===== src/rtl/fir_xifu_pkg.sv =====
// Shared types for the FIR XIFU control path: scoreboard entry states and the
// control <-> writeback vectors, sized for the XIF instruction-ID space.
package fir_xifu_pkg;

  localparam int unsigned XifNid     = 16;
  localparam int unsigned XifIdWidth = $clog2(XifNid);

  typedef enum logic [1:0] {
    SbIdle      = 2'd0,
    SbIssued    = 2'd1,
    SbCommitted = 2'd2,
    SbKilled    = 2'd3
  } sb_state_t;

  typedef struct packed {
    logic [XifNid-1:0] issue;
    logic [XifNid-1:0] commit;
    logic [XifNid-1:0] kill;
  } ctrl2wb_t;

  typedef struct packed {
    logic [XifNid-1:0] clear;
  } wb2ctrl_t;

endpackage


===== src/rtl/fir_xifu_sb_entry.sv =====
// Lifecycle FSM for a single XIF instruction ID. Protocol checks are built only
// when FIR_XIFU_SB_ERR_EN is defined; otherwise err is tied low.
module fir_xifu_sb_entry
  import fir_xifu_pkg::*;
(
  input  logic      clk_i,
  input  logic      rst_ni,
  input  logic      issue,
  input  logic      commit,
  input  logic      kill,
  input  logic      clear,
  input  logic      flush,
  output sb_state_t state,
  output logic      err
);

  sb_state_t state_q, state_d;

  always_comb begin
    state_d = state_q;
    if (issue) begin
      // A reused ID restarts regardless of any retirement in the same cycle
      state_d = SbIssued;
    end else begin
      case (state_q)
        SbIssued:    if (commit) state_d = kill ? SbKilled : SbCommitted;
        SbCommitted: if (clear) state_d = SbIdle;
        SbKilled:    if (clear || flush) state_d = SbIdle;
        default:     state_d = state_q;
      endcase
    end
  end

  always_ff @(posedge clk_i or negedge rst_ni) begin
    if (!rst_ni) state_q <= SbIdle;
    else         state_q <= state_d;
  end

  assign state = state_q;

`ifdef FIR_XIFU_SB_ERR_EN
  logic retiring;
  assign retiring = ((state_q == SbCommitted) && clear) ||
                    ((state_q == SbKilled) && (clear || flush));
  assign err = (issue && (state_q != SbIdle) && !retiring) ||
               (commit && (state_q != SbIssued)) ||
               (clear && ((state_q == SbIdle) || (state_q == SbIssued)));
`else
  assign err = 1'b0;
`endif

endmodule


===== src/rtl/fir_xifu_scoreboard.sv =====
// Per-ID scoreboard and issue throttle for the FIR XIFU coprocessor.
// Optional sticky protocol-error detection under FIR_XIFU_SB_ERR_EN.
module fir_xifu_scoreboard
  import fir_xifu_pkg::*;
#(
  parameter int unsigned NID          = XifNid,
  parameter int unsigned MAX_INFLIGHT = 4
) (
  input  logic                   clk_i,
  input  logic                   rst_ni,
  input  logic                   issue_accept_i,
  input  logic [$clog2(NID)-1:0] issue_id_i,
  output logic                   issue_ready_o,
  input  logic                   commit_valid_i,
  input  logic [$clog2(NID)-1:0] commit_id_i,
  input  logic                   commit_kill_i,
  input  logic [NID-1:0]         clear_i,
  input  logic                   flush_i,
  output ctrl2wb_t               ctrl2wb_o,
  output logic [$clog2(NID+1)-1:0] inflight_o,
  output logic                   error_o
);

  localparam int unsigned IdW  = $clog2(NID);
  localparam int unsigned CntW = $clog2(NID + 1);

  sb_state_t        state [NID];
  logic [NID-1:0]   entry_err;
  logic [CntW-1:0]  busy_cnt;

  for (genvar i = 0; i < NID; i++) begin : g_entry
    fir_xifu_sb_entry u_entry (
      .clk_i  (clk_i),
      .rst_ni (rst_ni),
      .issue  (issue_accept_i && (issue_id_i == IdW'(i))),
      .commit (commit_valid_i && (commit_id_i == IdW'(i))),
      .kill   (commit_kill_i),
      .clear  (clear_i[i]),
      .flush  (flush_i),
      .state  (state[i]),
      .err    (entry_err[i])
    );
  end

  // Outputs are decoded from registered entry states only
  always_comb begin
    ctrl2wb_o = '0;
    busy_cnt  = '0;
    for (int i = 0; i < NID; i++) begin
      ctrl2wb_o.issue[i]  = (state[i] != SbIdle);
      ctrl2wb_o.commit[i] = (state[i] == SbCommitted) || (state[i] == SbKilled);
      ctrl2wb_o.kill[i]   = (state[i] == SbKilled);
      busy_cnt            = busy_cnt + CntW'(state[i] != SbIdle);
    end
  end

  assign inflight_o    = busy_cnt;
  assign issue_ready_o = (busy_cnt < CntW'(MAX_INFLIGHT));

`ifdef FIR_XIFU_SB_ERR_EN
  logic error_q;

  always_ff @(posedge clk_i or negedge rst_ni) begin
    if (!rst_ni) begin
      error_q <= 1'b0;
    end else if ((|entry_err) || (issue_accept_i && !issue_ready_o)) begin
      error_q <= 1'b1;
    end
  end

  assign error_o = error_q;
`else
  logic unused_entry_err;
  assign unused_entry_err = |entry_err;
  assign error_o          = 1'b0;
`endif

endmodule


===== config.mk =====
export PLATFORM = sky130hd
export DESIGN_NAME = fir_xifu_scoreboard
export DESIGN_NICKNAME = d
export VERILOG_FILES = /design/src/rtl/fir_xifu_pkg.sv /design/src/rtl/fir_xifu_sb_entry.sv /design/src/rtl/fir_xifu_scoreboard.sv
export SDC_FILE = /design/constraint.sdc
export NUM_CORES = 1
export LEC_CHECK = 0
export ABC_AREA = 1
export CAP_MARGIN = 20
export CORE_ASPECT_RATIO = 1.2
export CORE_MARGIN = 1
export CORE_UTILIZATION = 50
export CTS_BUF_LIST = sky130_fd_sc_hd__clkbuf_8
export DETAILED_ROUTE_END_ITERATION = 12
export PLACE_DENSITY = 0.83
export SLEW_MARGIN = 20
export SYNTH_ARGS = -nofsm -noshare
export SYNTH_HDL_FRONTEND = slang
export SYNTH_SLANG_ARGS = --single-unit

===== constraint.sdc =====
create_clock -name clk_i -period 5.6 [get_ports clk_i]
set_input_delay 1.4 -clock clk_i [delete_from_list [all_inputs] [get_ports clk_i]]
set_output_delay 1.4 -clock clk_i [all_outputs]
set_load 0.005 [all_outputs]

Yosys cells after proc, flatten, opt, wreduce, memory -nomap -nowiden
Index checks and enable logic that the tools add are counted.
W data, S select, Z words.
{"block": "op_classes", "reduce_logical": 114, "n_lt_le_gt_ge": 1, "add_sub_neg": 15, "mux": 81, "eq_ne": 126}
{"op": "$mux W2", "n": 64}
{"op": "$ne A3 B1 Y1 const B", "n": 32}
{"op": "$pmux W2 S3", "n": 16}
{"op": "$eq A2 B2 Y1 const B", "n": 32}
{"op": "$eq A4 B4 Y1 const B", "n": 16}
{"op": "$reduce_and A4 Y1", "n": 16}
{"op": "$reduce_bool A4 Y1", "n": 16}
{"op": "$add A5 B1 Y5", "n": 11}
{"op": "$ne A3 B2 Y1 const B", "n": 16}
{"op": "$eq A2 B1 Y1 const B", "n": 16}
{"op": "$eq A4 B3 Y1 const B", "n": 8}
{"op": "$logic_and A1 B1 Y1", "n": 32}
{"op": "$logic_or A1 B1 Y1", "n": 32}
{"op": "$reduce_bool A2 Y1", "n": 16}
{"op": "$eq A4 B2 Y1 const B", "n": 4}
{"op": "$eq A4 B1 Y1 const B", "n": 2}
{"op": "$logic_not A4 Y1", "n": 2}
{"op": "$add A4 B1 Y5", "n": 1}
{"op": "$lt A5 B3 Y1 const B", "n": 1}
{"op": "$add A3 B1 Y4", "n": 1}
{"op": "$add A2 B1 Y3", "n": 1}
{"op": "$add A1 B1 Y2", "n": 1}
{"op": "$mux W1", "n": 1}
{"block": "totals", "input_bits": 30, "reg_bits": 32, "elab_cells": 353, "out_inout_bits": 55}

Logic depth before layout (Yosys ltp)
{"block": "logic_depth", "word_depth": 17, "ltp_mapped": 15, "ltp_nobuf": 15}

Modules after synthesis
A second synthesis with hierarchy kept.
{"block": "hier_totals", "cells_unflattened": 797, "hier_area_um2": 4828.4}
{"module": "fir_xifu_sb_entry", "instances": 16, "area_each_um2": 244.0, "seq_area_each_um2": 50.0, "cells_per_inst": 39}
{"module": "fir_xifu_scoreboard", "instances": 1, "area_each_um2": 924.6, "seq_area_each_um2": 0.0, "cells_per_inst": 173}

Least setup slack after synthesis
No wires, ideal clock.
{"block": "synth_timing", "path_type": "register to output", "startpoint": "register g_entry[1].u_entry.state_q[1]", "endpoint": "output issue_ready_o", "slack_ps": 265, "required_ps": 4200, "path_stages_with_launch": 16, "n_path_buf": 0, "arrival_ps": 3935, "path_cell_list": "dfrtp_1 > or2_2 > inv_1 > fa_1 > inv_1 > fa_1 > fa_1 > inv_1 > fa_1 > inv_1 > ha_1 > fa_1 > nand3_1 > nand2_1 > or2_2 > nor2_1"}
{"element": "start, declared", "line": "fir_xifu_sb_entry.sv:17", "text": "sb_state_t state_q, state_d;"}
{"element": "start signal, assigned", "line": "fir_xifu_sb_entry.sv:35", "text": "if (!rst_ni) state_q <= SbIdle;"}
{"element": "start signal, assigned", "line": "fir_xifu_sb_entry.sv:36", "text": "else state_q <= state_d;"}
{"element": "end, declared", "line": "fir_xifu_scoreboard.sv:13", "text": "output logic issue_ready_o,"}

Worst setup path after layout
{"block": "layout_timing", "startpoint": "register g_entry[1].u_entry.state_q[0]", "endpoint": "output issue_ready_o"}
{"block": "layout_via", "elab_chain_cells": 17}
{"element": "$reduce_bool A2 Y1", "line": "fir_xifu_scoreboard.sv:53", "text": "busy_cnt = busy_cnt + CntW'(state[i] != SbIdle);"}
{"element": "$add A1 B1 Y2", "line": "fir_xifu_scoreboard.sv:53"}
{"element": "$add A2 B1 Y3", "line": "fir_xifu_scoreboard.sv:53"}
{"element": "$add A3 B1 Y4", "line": "fir_xifu_scoreboard.sv:53"}
{"element": "$add A4 B1 Y5", "line": "fir_xifu_scoreboard.sv:53"}
{"element": "$add A5 B1 Y5 (11 in a row)", "line": "fir_xifu_scoreboard.sv:53"}
{"element": "$lt A5 B3 Y1", "line": "fir_xifu_scoreboard.sv:58", "text": "assign issue_ready_o = (busy_cnt < CntW'(MAX_INFLIGHT));"}
Every way passes these cells.

==> impl_metrics.json <==
{
  "p_total_uw": 3260,
  "cts-hold-fix-buffers": 0,
  "grt_max_degree": 33,
  "routedWlPerCell_um": 12.9,
  "final_common_cell": "nand2_1",
  "ys_warn_count": 0,
  "drtIter0Drc": 176,
  "worst_pin_slew_ps": 722,
  "status": "completed",
  "port_buffers": 83,
  "grt_pass1_wl_um": 14000,
  "fp.dieW_um": 72.9,
  "post-route-min-period_ps": 5530,
  "worst-setup-path-type": "reg2out",
  "initial_utilization": 0.525,
  "yosysTopAreaCell": "dfrtp_1",
  "cts.sinks": 32,
  "place_hpwl_um": 6970,
  "drt_pass1_iterations": 5,
  "gp_congestion": 0.911,
  "cts_made_buffers": 5,
  "p_comb_frac": 0.826,
  "yosysSeqAreaShare": 0.265,
  "die-area_sq_um": 6350,
  "areaGrowthSynthToFinish_pct": 38.8,
  "ir_worst_vdd_uv": 1240,
  "path_cells": "or2_4, inv_2, fa_1, inv_2, fa_1, fa_1, inv_1, fa_1, inv_1, ha_2, fa_2, nand3_1, nand2_1, or2_2, nor2_1, buf_2",
  "finalClockSkew_ps": 2.22,
  "r2r_cells": 5,
  "num_io_pins": 85,
  "synth.cell_area_sq_um": 3020,
  "drc": 0,
  "avgSynthCellArea_sq_um": 6.06,
  "clkTransAtPathRegs_ps": 70,
  "powerDensity_nw_per_um2": 778,
  "finalSetupViolations": 0,
  "max_freq_mhz": 181,
  "core_sq_um": 5740,
  "clock_power_share": 0.062,
  "p_int_uw": 1840,
  "synth.area.top_cells": "dfrtp_1 (27%), nand2_1 (20%), inv_1 (13%)",
  "sw_frac_of_total": 0.436,
  "drt-total-wl_um": 8750,
  "htreeDepth": 2,
  "slowest_stage": "fa_1",
  "die_y_um": 87.1,
  "first_global_vias": 3251,
  "cp.arrival_ps": 4130,
  "start_kind": "register",
  "clockBufferDepth": 2,
  "min_path_cells": 2,
  "crit_path_end_kind": "output port",
  "final_cell_mix": "nand2_1 (162), inv_1 (99), clkdlybuf4s50_1 (78)",
  "power.switching_uw": 1420,
  "clk_latency_ps": 290,
  "crit_fanout": 2,
  "vias": 3489,
  "rsz0062_at_grt": "yes",
  "finalHoldViolCount": 0,
  "syn_inst": 498,
  "grt_overflow": 0,
  "layout_worst_path_cycle_share": 0.988,
  "cts_root_buf": "clkbuf_8",
  "maxCapViolCount": 0,
  "slew_headroom": 0.517,
  "cts_setup_buffers": 0,
  "grt_usage": 0.291,
  "synth.distinct_cells": 28,
  "largest_register_ffs": 32,
  "cts_tree": "yes",
  "rows": 30,
  "antenna_found_initial": 0,
  "n_antenna_cell": 0,
  "cpMostUsedCell": "fa_1",
  "p_leak_uw": 0.00237,
  "cp.required_ps": 4200,
  "yosysTopAreaCellShare": 0.265,
  "seqPwrFrac": 0.113,
  "nets": 643,
  "max_stage_delay_ps": 500,
  "drive_above_1_share": 0.107,
  "synth_nets": 543,
  "ant_nets": 0,
  "setup_tns_ps": 0,
  "viasPerCell": 5.15,
  "maxSlewViolCount": 0,
  "hold_path.class": "reg2reg",
  "ys_ff_latch": 32
}
## cells in the mapped netlist, drive strengths merged
master and instances:
nand2 163, inv 102, nor2 64, nand3 37
dfrtp 32, clkbuf 17, a21oi 15, o21ai 13
fa 10, nand4 9, nor3 6, ha 5
nand3b 5, a21boi 4, buf 4, or2 4
and3 3, xor2 2, a22oi 1, conb 1
o21bai 1
## what timing repair did
item	CTS	global route
gates resized for setup	11	5
endpoints found under the setup margin	4	4
pin swaps	4	3
## critical path, delay by kind of cell, from the launching register on
| kind | cells | cell delay [ps] |
|---|---|---|
| buffers and inverters | 5 | 340 |
| adder cells (fa/ha/maj) | 6 | 2340 |
| AND/OR/NAND/NOR | 5 | 780 |
| flip-flops | 1 | 380 |
## worst paths after layout
kind,startpoint,to,slack [ps]
setup / recovery,g_entry[1].u_entry.state[0],issue_ready_o,70
hold / removal,g_entry[14].u_entry.state[0],g_entry[14].u_entry.state[0],590
setup reg to reg,g_entry[8].u_entry.state[1],g_entry[8].u_entry.state[0],4450
hold reg to reg,g_entry[14].u_entry.state[0],g_entry[14].u_entry.state[0],590
max in group asynchronous,rst_ni,g_entry[13].u_entry.state[1],3760
min in group asynchronous,rst_ni,g_entry[7].u_entry.state[0],1530
## power by group through the flow
stage | Combinational, uW | Sequential, uW | Clock [uW]
2_1_floorplan | 1420 | 374 | 0
3_3_place_gp | 2800 | 360 | 0
3_5_place_dp | 2930 | 365 | 0
4_1_cts | 2730 | 361 | 201
5_1_grt | 3010 | 374 | 210
6_report | 2690 | 367 | 201
## kinds of logic (layout without fill, tap and decap cells)
logic type	Yosys count	after routing	synth area share
other	1	1	0.00124
AND/OR/NAND/NOR	291	291	0.414
flip-flops	32	32	0.265
XOR/XNOR	2	2	0.00581
AO/OA/AOI/OAI	34	34	0.0664
buffers and inverters	123	223	0.161
adder cells (fa/ha/maj)	15	15	0.0871
## stage by stage
step / util / hold WS (ps) / std cells / area, sq um / worst slack (ps)
finish: 0.729 / 586 / 678 / 4190 / 66.9
global route: 0.729 / 612 / 678 / 4190 / -99.7
CTS: 0.727 / 583 / 678 / 4170 / -7.79
detailed placement: 0.710 / 565 / 671 / 4080 / -265
global placement: 0.710 / 565 / 671 / 4080 / -157
floorplan: - / 512 / 498 / 3020 / 265
## per-layer routing
layer | vias to the layer above | track usage | share of wire
met3 | 20 | 0.0394 | 0.052
met4 | 0 | 0.112 | 0.023
met2 | 140 | 0.534 | 0.52
met1 | 1629 | 0.339 | 0.40
met5 | - | 0 | 0
li1 | 1700 | - | -
## layout make-up
cell class              count  area [sq um]
well taps                  80           100
inverters                 102           383
clock buffers               7          96.3
flip-flops and latches     32           801
repair buffers            114          1060
multi-input cells         343          1750
fillers                   473          1560
Note: power is estimated with default switching activity, not from simulation.
